**config.mk**
```make
export PLATFORM = sky130hd
export DESIGN_NAME = float_to_fixed_flat
export DESIGN_NICKNAME = d
export VERILOG_FILES = /design/src/rtl/float_to_fixed_if.sv /design/src/rtl/float_to_fixed.sv /design/src/flat_wrapper.sv
export SDC_FILE = /design/constraint.sdc
export NUM_CORES = 1
export LEC_CHECK = 0
export CAP_MARGIN = 20
export CORE_UTILIZATION = 40
export CTS_BUF_LIST = sky130_fd_sc_hd__clkbuf_4 sky130_fd_sc_hd__clkbuf_8
export CTS_CLUSTER_DIAMETER = 50
export CTS_CLUSTER_SIZE = 10
export DETAILED_ROUTE_END_ITERATION = 10
export PLACE_DENSITY = 0.59
export SLEW_MARGIN = 10
export SYNTH_ARGS = -nofsm -noshare
export SYNTH_HDL_FRONTEND = slang
export SYNTH_SLANG_ARGS = --single-unit
```
**constraint.sdc**
```tcl
create_clock -name clk -period 4.5 [get_ports clk]
set_clock_uncertainty 0.2 [all_clocks]
set_input_delay 0.675 -clock clk [delete_from_list [all_inputs] [get_ports clk]]
set_output_delay 0.675 -clock clk [all_outputs]
set_load 0.01 [all_outputs]
```
**src/rtl/float_to_fixed_if.sv**
```systemverilog
// Handshake bundle between the float adder result stage and float_to_fixed.
//   z/ovf_in/in_valid/in_ready      : operand side (master drives z, ovf_in, in_valid)
//   q/sat/nan/inexact/out_valid/out_ready : result side (slave drives results)
interface float_to_fixed_if;
    logic [31:0] z;
    logic [1:0]  ovf_in;
    logic        in_valid;
    logic        in_ready;
    logic [31:0] q;
    logic        sat;
    logic        nan;
    logic        inexact;
    logic        out_valid;
    logic        out_ready;

    modport master (
        output z, ovf_in, in_valid, out_ready,
        input  in_ready, q, sat, nan, inexact, out_valid
    );

    modport slave (
        input  z, ovf_in, in_valid, out_ready,
        output in_ready, q, sat, nan, inexact, out_valid
    );
endinterface

```
**src/rtl/float_to_fixed.sv**
```systemverilog
// Converts an IEEE-754 single (plus the adder's 2-bit status) into a 32-bit
// signed Q(31-FRAC_BITS).FRAC_BITS value, truncating toward zero. The mantissa
// is aligned by an iterative shifter moving one bit per cycle.
// Ports:
//   clk  : rising-edge clock
//   rst  : asynchronous active-high reset
//   bus  : float_to_fixed_if.slave -- operand in (z, ovf_in, in_valid/in_ready)
//          and result out (q, sat, nan, inexact, out_valid/out_ready)
//
// state  | meaning
// IDLE   | waiting for an operand, in_ready=1
// DECODE | classify operand, load shifter or resolve special case
// SHIFT  | align mantissa one bit per cycle
// DONE   | result presented until out_ready
module float_to_fixed #(
    parameter int FRAC_BITS = 16
) (
    input  logic            clk,
    input  logic            rst,
    float_to_fixed_if.slave bus
);

    typedef enum logic [1:0] {IDLE, DECODE, SHIFT, DONE} state_t;

    // Binary point of the 24-bit mantissa sits 23 bits up; exponent bias 127.
    localparam logic signed [9:0] K_OFF = 10'(FRAC_BITS - 150);

    state_t      state;
    logic [31:0] z_reg;
    logic [1:0]  ovf_reg;
    logic [31:0] mag;
    logic [4:0]  count;
    logic        left;
    logic        sticky;
    logic [31:0] q_reg;
    logic        sat_reg;
    logic        nan_reg;
    logic        inexact_reg;
    logic        out_valid_reg;

    logic [7:0]        e;
    logic [22:0]       m;
    logic              sign;
    logic signed [9:0] k;
    logic [31:0]       mag_init;
    logic [31:0]       sat_val;
    logic [31:0]       mag_shift;
    logic              sticky_next;

    assign sign     = z_reg[31];
    assign e        = z_reg[30:23];
    assign m        = z_reg[22:0];
    assign k        = $signed({2'b00, e}) + K_OFF;
    assign mag_init = {8'd0, 1'b1, m};
    assign sat_val  = sign ? 32'h8000_0000 : 32'h7FFF_FFFF;

    assign mag_shift   = left ? {mag[30:0], 1'b0} : {1'b0, mag[31:1]};
    assign sticky_next = sticky | (~left & mag[0]);

    always_ff @(posedge clk or posedge rst) begin
        if (rst) begin
            state         <= IDLE;
            z_reg         <= '0;
            ovf_reg       <= '0;
            mag           <= '0;
            count         <= '0;
            left          <= 1'b0;
            sticky        <= 1'b0;
            q_reg         <= '0;
            sat_reg       <= 1'b0;
            nan_reg       <= 1'b0;
            inexact_reg   <= 1'b0;
            out_valid_reg <= 1'b0;
        end else begin
            case (state)
                IDLE: begin
                    if (bus.in_valid) begin
                        z_reg   <= bus.z;
                        ovf_reg <= bus.ovf_in;
                        state   <= DECODE;
                    end
                end

                DECODE: begin
                    mag           <= mag_init;
                    sticky        <= 1'b0;
                    left          <= ~k[9];
                    count         <= k[9] ? 5'(-k) : 5'(k);
                    sat_reg       <= 1'b0;
                    nan_reg       <= 1'b0;
                    inexact_reg   <= 1'b0;
                    out_valid_reg <= 1'b1;
                    state         <= DONE;
                    if (ovf_reg == 2'b11 || (e == 8'hFF && m != '0)) begin
                        q_reg   <= '0;
                        nan_reg <= 1'b1;
                    end else if (ovf_reg == 2'b01 || e == 8'hFF) begin
                        q_reg   <= sat_val;
                        sat_reg <= 1'b1;
                    end else if (ovf_reg == 2'b10 || e == 8'h00) begin
                        // Denormals flush to zero.
                        q_reg       <= '0;
                        inexact_reg <= (ovf_reg == 2'b10) || (m != '0);
                    end else if (k > 10'sd7) begin
                        // -2^(31-FRAC_BITS) is the one representable value here.
                        if (sign && m == '0 && k == 10'sd8) begin
                            q_reg <= 32'h8000_0000;
                        end else begin
                            q_reg   <= sat_val;
                            sat_reg <= 1'b1;
                        end
                    end else if (k <= -10'sd25) begin
                        q_reg       <= '0;
                        inexact_reg <= 1'b1;
                    end else if (k == 10'sd0) begin
                        q_reg <= sign ? -mag_init : mag_init;
                    end else begin
                        out_valid_reg <= 1'b0;
                        state         <= SHIFT;
                    end
                end

                SHIFT: begin
                    mag    <= mag_shift;
                    sticky <= sticky_next;
                    count  <= count - 5'd1;
                    if (count == 5'd1) begin
                        q_reg         <= sign ? -mag_shift : mag_shift;
                        inexact_reg   <= sticky_next;
                        out_valid_reg <= 1'b1;
                        state         <= DONE;
                    end
                end

                DONE: begin
                    if (bus.out_ready) begin
                        out_valid_reg <= 1'b0;
                        state         <= IDLE;
                    end
                end

                default: state <= IDLE;
            endcase
        end
    end

    assign bus.in_ready  = (state == IDLE);
    assign bus.q         = q_reg;
    assign bus.sat       = sat_reg;
    assign bus.nan       = nan_reg;
    assign bus.inexact   = inexact_reg;
    assign bus.out_valid = out_valid_reg;

endmodule

```
**src/flat_wrapper.sv**
```systemverilog
// flat-port wrapper written by rule: the top's interface ports become plain ports
module float_to_fixed_flat 
#(
    parameter int FRAC_BITS = 16
)
  (clk, rst, bus_z, bus_ovf_in, bus_in_valid, bus_out_ready, bus_in_ready, bus_q, bus_sat, bus_nan, bus_inexact, bus_out_valid);
  float_to_fixed_if bus_i ();
  input  logic clk;
  input  logic rst;
  input wire logic [$bits(bus_i.z)-1:0] bus_z;
  input wire logic [$bits(bus_i.ovf_in)-1:0] bus_ovf_in;
  input wire logic [$bits(bus_i.in_valid)-1:0] bus_in_valid;
  input wire logic [$bits(bus_i.out_ready)-1:0] bus_out_ready;
  output wire logic [$bits(bus_i.in_ready)-1:0] bus_in_ready;
  output wire logic [$bits(bus_i.q)-1:0] bus_q;
  output wire logic [$bits(bus_i.sat)-1:0] bus_sat;
  output wire logic [$bits(bus_i.nan)-1:0] bus_nan;
  output wire logic [$bits(bus_i.inexact)-1:0] bus_inexact;
  output wire logic [$bits(bus_i.out_valid)-1:0] bus_out_valid;
  assign bus_i.z = bus_z;
  assign bus_i.ovf_in = bus_ovf_in;
  assign bus_i.in_valid = bus_in_valid;
  assign bus_i.out_ready = bus_out_ready;
  assign bus_in_ready = bus_i.in_ready;
  assign bus_q = bus_i.q;
  assign bus_sat = bus_i.sat;
  assign bus_nan = bus_i.nan;
  assign bus_inexact = bus_i.inexact;
  assign bus_out_valid = bus_i.out_valid;
  float_to_fixed #(.FRAC_BITS(FRAC_BITS)) u_core (.clk(clk), .rst(rst), .bus(bus_i));
endmodule
```
==> impl_metrics.csv, run 1 <==
group,metric,value,unit
hold_path,min_path_cells,1,
timing,hold_viol_final,0,
yosys,yosysUniqueCellTypes,75,
clock_tree,cts-root-buf,"clkbuf_8",
critical_path,r2r_slack,790,ps
critical_path,critPathRequiredTime,4610,ps
status,status,"completed",
timing,maxSlewViolCount,0,
placed_design,place_hpwl,14.28,mm
critical_path,crit_arrival,3820,ps
placed_design,io_buffers,74,
yosys,synth_edf_count,0,
yosys,synth_top_area_share,37.79,%
timing,setup_tns,0,ps
yosys,yosys-top-cells-area,"dfrtp_1, mux2_2, mux2i_1",
timing,setup_viol,0,
grt,grt_max_degree,91,
critical_path,path_class,"reg -> reg",
clock_tree,hold_buffers,0,
clock_tree,cts.sinks,111,
cells_and_area,antenna_cells,0,
floorplan,dieArea,18920,um2
clock_tree,cts_made_buffers,9,
critical_path,end_kind,"flop",
floorplan,core_area,17960,um2
power,cellLeakagePower,3.305,nW
routing,drtIter0Drc,387,
run,maxCapViolations,0,
routing,avgViaCountPerCell,5.781,
power,power_density,893.6,nW/um2
yosys,synthArstFlopShare,100.0,%
hold_path,holdPathEnd,"u_core.bus.q[27]$_DFFE_PP0P_",
routing,wirelength,20.16,mm
clock_tree,htreeDepth,3,
floorplan,die_y,137.6,um
clock_tree,cts_setup_buffers,0,
timing,relSlewSlack,40.01,%
timing,worst_pin_slew,897.0,ps
critical_path,startpoint_type,"flop",
critical_path,max_stage_delay,830,ps
routing,vias,6255,
routing,dr.pass1.iters,5,
clock_tree,cts_tree,"yes",
floorplan,ios,75,
yosys,synth_seq_cells,111,
grt,grt_first_pass_wirelength,32.80,mm
critical_path,reg2reg_depth,8,
yosys,yosysSeqAreaShare,37.79,%
floorplan,fp.dieW,137.6,um
cells_and_area,drive_gt1_share,13.95,%
grt,grt_antenna_before_repair,0,
placed_design,dp_slack,862.2,ps
clock_tree,clk_path_buf_depth,2,
yosys,syn_inst,804,
hold_path,hp-start,"u_core.bus.q[27]$_DFFE_PP0P_",
timing,fin_crit,3709,ps
yosys,yosysMostFrequentCell,"dfrtp_1",
routing,avgRoutedWirePerCell,18.64,um
grt,grt_overflow,0,
timing,rsz0062_at_grt,"no",
clock_tree,clk_pin_slew,110,ps
yosys,syn_area_per_cell,9.141,um2
placed_design,gp_congestion,0.8297,
yosys,synth_nets,855,
clock_tree,cts-resized-gates,0,
floorplan,start_util,40.91,%
floorplan,row_count,49,
timing,finalHoldWorstSlack,316.6,ps
power,ir_worst_vdd,382.1,uV
clock_tree,clk_latency,390,ps
cells_and_area,fin_nets,899,
cells_and_area,fill_cells,1730,
timing,setup_slack,791.2,ps
power,total_power,0.007617,W
routing,drtAntennaViolNets,0,
critical_path,timing.rr.end,"u_core.bus.q[20]$_DFFE_PP0P_",
yosys,yosysWarnings,0,
yosys,synth.cell_area,7350,um2
routing,drt_drc_violations_left,0,
timing,fin_crit_sh,82.42,%
hold_path,hp-class,"reg -> reg",
yosys,ys_top_cells_by_count,"dfrtp_1, nor2_1, mux2_2",
cells_and_area,syn2layout_area_growth,15.97,%
yosys,yosysTopAreaCell,"dfrtp_1",
critical_path,path_max_fanout,19,
timing,clock.fmax,0.2696,GHz
critical_path,r2r_start,"u_core.z_reg[24]$_DFFE_PP0P_",
critical_path,critPathSlowestCell,"a211oi_4",
critical_path,worstPathCellList,"ha_1, or3b_1, a221o_1, a32oi_1, a21oi_1, a211oi_4, o221ai_1, a31oi_1",
grt,grt_pass1_vias,5908,
yosys,ys.flop_type,"dfrtp_1",
grt,grt_util_all_layers,22.47,%
==> where the power goes <==
group / total, W / switching (W) / internal [W]
Clock: 0.000715 / 0.000369 / 0.000345
Combinational: 0.00461 / 0.00252 / 0.00209
Sequential: 0.00229 / 0.000773 / 0.00152
==> cells in the final DEF (no fill, tap or decap), drive strengths merged, types with 4 or more instances in the layout <==
| cell type | n |
|---|---|
| nand2 | 56 |
| o31ai | 9 |
| inv | 31 |
| clkbuf | 12 |
| xnor2 | 24 |
| or3 | 10 |
| nor3 | 17 |
| or4 | 6 |
| a21oi | 56 |
| o22a | 8 |
| clkdlybuf4s50 | 74 |
| nor2 | 79 |
| o22ai | 9 |
| or2 | 5 |
| nand4 | 7 |
| dfrtp | 111 |
| o21ai | 49 |
| ha | 13 |
| nand2b | 8 |
| nor2b | 5 |
| a221oi | 4 |
| buf | 11 |
| mux2i | 34 |
| mux2 | 64 |
| o41ai | 5 |
| nand3 | 24 |
| nand3b | 4 |
| or3b | 4 |
| a32oi | 4 |
| nor4 | 11 |
| and3 | 9 |
| a31oi | 19 |
| o211ai | 12 |
| xor2 | 11 |
==> per-layer routing <==
metal  up-vias  routed length, um  GRT usage [%]
li1       3029                  -              -
met1      3040              10160          35.03
met2       165               8746          31.97
met3        21               1006          2.907
met4         0                253          6.166
met5         -                  0              0
==> worst max-delay path, delay by kind of cell (launching register included) <==
family	cells	cell delay, ps
fa+ha+maj	1	380
flops	1	520
compound gates	6	2160
simple gates	1	380
==> worst max path at each step <==
stage                                           to  slack [ps]                         start  depth (start not counted)
floorplan           u_core.bus.inexact$_DFFE_PP0P_         690                           rst                          1
global placement       u_core.bus.q[1]$_DFFE_PP0P_         820  u_core.z_reg[24]$_DFFE_PP0P_                          8
detailed placement    u_core.bus.q[20]$_DFFE_PP0P_         860  u_core.z_reg[24]$_DFFE_PP0P_                          8
finish                u_core.bus.q[20]$_DFFE_PP0P_         790  u_core.z_reg[24]$_DFFE_PP0P_                          8
global route          u_core.bus.q[20]$_DFFE_PP0P_         510  u_core.z_reg[24]$_DFFE_PP0P_                          8
CTS                   u_core.bus.q[20]$_DFFE_PP0P_         810  u_core.z_reg[24]$_DFFE_PP0P_                          8
==> stage by stage <==
step / cells / area (um2) / utilization, %
after floorplan: 804 / 7350 / -
after global placement: 1065 / 8265 / 46.01
after detailed placement: 1066 / 8293 / 46.17
after CTS: 1082 / 8523 / 47.45
after global routing: 1082 / 8523 / 47.45
final: 1082 / 8523 / 47.45
==> final cells by class <==
type	count	area [um2]	share of cell area, %
clock buffer	12	152.6	1.791
clock inverter	4	77.57	0.9102
inverter	30	115.1	1.351
multi-input combinational	611	4255	49.93
sequential	111	2780	32.62
tap	229	286.5	3.362
timing repair buffer	85	855.8	10.04
==> kinds of logic (layout without fill, tap and decap cells) <==
kind of cell | count (synthesis) | in the layout | share of synthesized area (%)
flip-flops | 111 | 111 | 37.79
adder cells (fa/ha/maj) | 13 | 13 | 2.213
AND/OR/NAND/NOR | 253 | 253 | 16.87
buffers and inverters | 82 | 131 | 4.494
AO/OA/AOI/OAI | 212 | 212 | 20.02
XOR/XNOR | 35 | 35 | 4.171
multiplexers | 98 | 98 | 14.44
Power figures use the tool's default switching activity.
==> run 2: changes to the inputs <==
--- a/config.mk
+++ b/config.mk
@@ -11,7 +11,7 @@
 export CTS_CLUSTER_DIAMETER = 50
 export CTS_CLUSTER_SIZE = 10
 export DETAILED_ROUTE_END_ITERATION = 10
-export PLACE_DENSITY = 0.59
+export PLACE_DENSITY = 0.61
 export SLEW_MARGIN = 10
 export SYNTH_ARGS = -nofsm -noshare
 export SYNTH_HDL_FRONTEND = slang
==> constraint.sdc (replaced) <==
create_clock -name clk -period 3.1 [get_ports clk]
set_clock_uncertainty 0.2 [all_clocks]
set_input_delay 0.465 -clock clk [delete_from_list [all_inputs] [get_ports clk]]
set_output_delay 0.465 -clock clk [all_outputs]
set_load 0.01 [all_outputs]
==> impl_metrics.csv, run 2 (synthesis gave the netlist of run 1 again) <==
group,metric,value,unit
critical_path,path_delay_family,"compound AO/OA/AOI/OAI gates",
timing,worst_pin_slew,619.8,ps
floorplan,dieArea,18920,um2
floorplan,ios,75,
critical_path,path_max_fanout,19,
clock_tree,cts.sinks,111,
clock_tree,cts_made_buffers,9,
cells_and_area,mostFrequentLayoutCell,"dfrtp_1",
timing,clock.fmax,0.3361,GHz
critical_path,r2r_start,"u_core.z_reg[24]$_DFFE_PP0P_",
grt,grt_max_degree,112,
hold_path,hp-class,"reg -> reg",
placed_design,io_buffers,74,
placed_design,place_area,8663,um2
critical_path,end_kind,"flop",
critical_path,cp_num_buf_inv,2,
critical_path,timing.rr.end,"u_core.bus.q[2]$_DFFE_PP0P_",
cells_and_area,fin_nets,944,
routing,avgViaCountPerCell,5.693,
cells_and_area,antenna_cells,0,
run,maxCapViolations,0,
routing,vias,6416,
placed_design,place_inst,1111,
routing,drt_drc_violations_left,0,
routing,drtIter0Drc,602,
clock_tree,hold_buffers,0,
cells_and_area,syn2layout_area_growth,21.11,%
power,cellLeakagePower,3.508,nW
floorplan,die_y,137.6,um
critical_path,critPathRequiredTime,3220,ps
timing,fin_crit_sh,95.97,%
timing,maxSlewViolCount,0,
critical_path,reg2reg_depth,10,
cells_and_area,fin_util,49.55,%
power,power_density,1284,nW/um2
floorplan,start_util,40.91,%
critical_path,worstPathCellList,"ha_1, or3b_1, a221o_1, a32oi_2, a21oi_1, buf_4, a211oi_4, buf_12, o311ai_0, a31oi_1",
grt,grt_first_pass_wirelength,32.79,mm
hold_path,holdPathEnd,"u_core.bus.q[25]$_DFFE_PP0P_",
hold_path,hp-start,"u_core.bus.q[25]$_DFFE_PP0P_",
clock_tree,clk_latency,390,ps
cells_and_area,layout.cells.non_filler,1127,
hold_path,min_path_cells,1,
routing,drtAntennaViolNets,0,
floorplan,core_area,17960,um2
critical_path,crit_arrival,3090,ps
power,ir_worst_vdd,596.5,uV
timing,relSlewSlack,58.68,%
routing,wirelength,20.06,mm
critical_path,max_stage_delay,390,ps
cells_and_area,final_area,8901,um2
placed_design,gp_congestion,0.8293,
clock_tree,htreeDepth,3,
timing,fin_crit,2975,ps
timing,setup_viol,0,
timing,hold_viol_final,0,
cells_and_area,mostFrequentLayoutCells,"dfrtp_1, nor2_1, clkdlybuf4s50_1",
cells_and_area,drive_gt1_share,19.15,%
grt,grt_pass1_vias,5975,
routing,avgRoutedWirePerCell,17.80,um
clock_tree,cts_setup_buffers,0,
floorplan,row_count,49,
clock_tree,cts_tree,"yes",
timing,finalHoldWorstSlack,317.7,ps
clock_tree,clk_pin_slew,110,ps
clock_tree,cts-root-buf,"clkbuf_8",
critical_path,r2r_slack,120,ps
routing,dr.pass1.iters,5,
status,status,"completed",
critical_path,critPathSlowestCell,"dfrtp_1",
clock_tree,clk_path_buf_depth,2,
floorplan,fp.dieW,137.6,um
critical_path,path_class,"reg -> reg",
cells_and_area,fill_cells,1727,
grt,grt_antenna_before_repair,0,
timing,rsz0062_at_grt,"yes",
grt,grt_util_all_layers,22.46,%
grt,grt_overflow,0,
critical_path,startpoint_type,"flop",
placed_design,place_hpwl,14.41,mm
==> run 2: cell count changes in the layout (fill, tap and decap cells not counted), sizes merged <==
cell      before  now
clkbuf        12   14
clkinv         1    0
clkinvlp       0    3
bufinv         2    0
inv           31   29
buf           11   56
==> run 2: through the flow <==
| stage | power, W | setup TNS, ps | worst slack [ps] |
|---|---|---|---|
| floorplan | 0.007838 | 0 | 31.52 |
| detailed placement | 0.01042 | 0 | 68.19 |
| finish | 0.01142 | 0 | 124.9 |
| CTS | 0.01133 | 0 | 41.90 |
| global placement | 0.01037 | 0 | 88.35 |
| global route | 0.01237 | -71.16 | -52.82 |
==> run 2: cell type report <==
type	instances	area [um2]	area share, %
clock inverters	2	15.01	0.1687
multi-input cells	611	4293	48.23
flip-flops and latches	111	2780	31.23
clock buffers	14	173.9	1.954
repair buffers	130	1236	13.89
inverters	30	116.4	1.307
well taps	229	286.5	3.219
==> run 2: power by group <==
group	total, W	switching, W	internal [W]
combinational	0.00759	0.00411	0.00348
sequential	0.00296	0.000754	0.00221
clock	0.000872	0.000507	0.000365
==> run 2: worst max-delay path by stage <==
stage / startpoint / end / slack [ps] / cells after the start
floorplan: u_core.left$_DFFE_PP0P_ / u_core.bus.q[20]$_DFFE_PP0P_ / 30 / 13
global placement: u_core.z_reg[0]$_DFFE_PP0P_ / u_core.bus.q[23]$_DFFE_PP0P_ / 90 / 10
detailed placement: u_core.z_reg[0]$_DFFE_PP0P_ / u_core.bus.q[23]$_DFFE_PP0P_ / 70 / 10
CTS: u_core.z_reg[0]$_DFFE_PP0P_ / u_core.bus.q[23]$_DFFE_PP0P_ / 40 / 10
global route: u_core.z_reg[24]$_DFFE_PP0P_ / u_core.bus.q[20]$_DFFE_PP0P_ / -50 / 10
finish: u_core.z_reg[24]$_DFFE_PP0P_ / u_core.bus.q[2]$_DFFE_PP0P_ / 120 / 10
==> run 2: per-layer routing <==
metal	wire, um	vias up	GRT usage (%)
met2	9030	158	32.91
met5	0	-	0
li1	-	3124	-
met4	146	0	5.006
met3	897	9	2.980
met1	9986	3125	34.57
==> run 2: repair_timing <==
action | CTS | global route
hold endpoints to repair | 0 | 0
setup endpoints to repair | 0 | 31
resized for setup | 0 | 10
==> run 2: worst register-to-register path, cell delays in order, from the launching register on <==
cell,delay (ps)
dfrtp_1,390
ha_1,230
or3b_1,350
a221o_1,360
a32oi_2,210
a21oi_1,90
buf_4,200
a211oi_4,270
buf_12,190
o311ai_0,210
a31oi_1,200
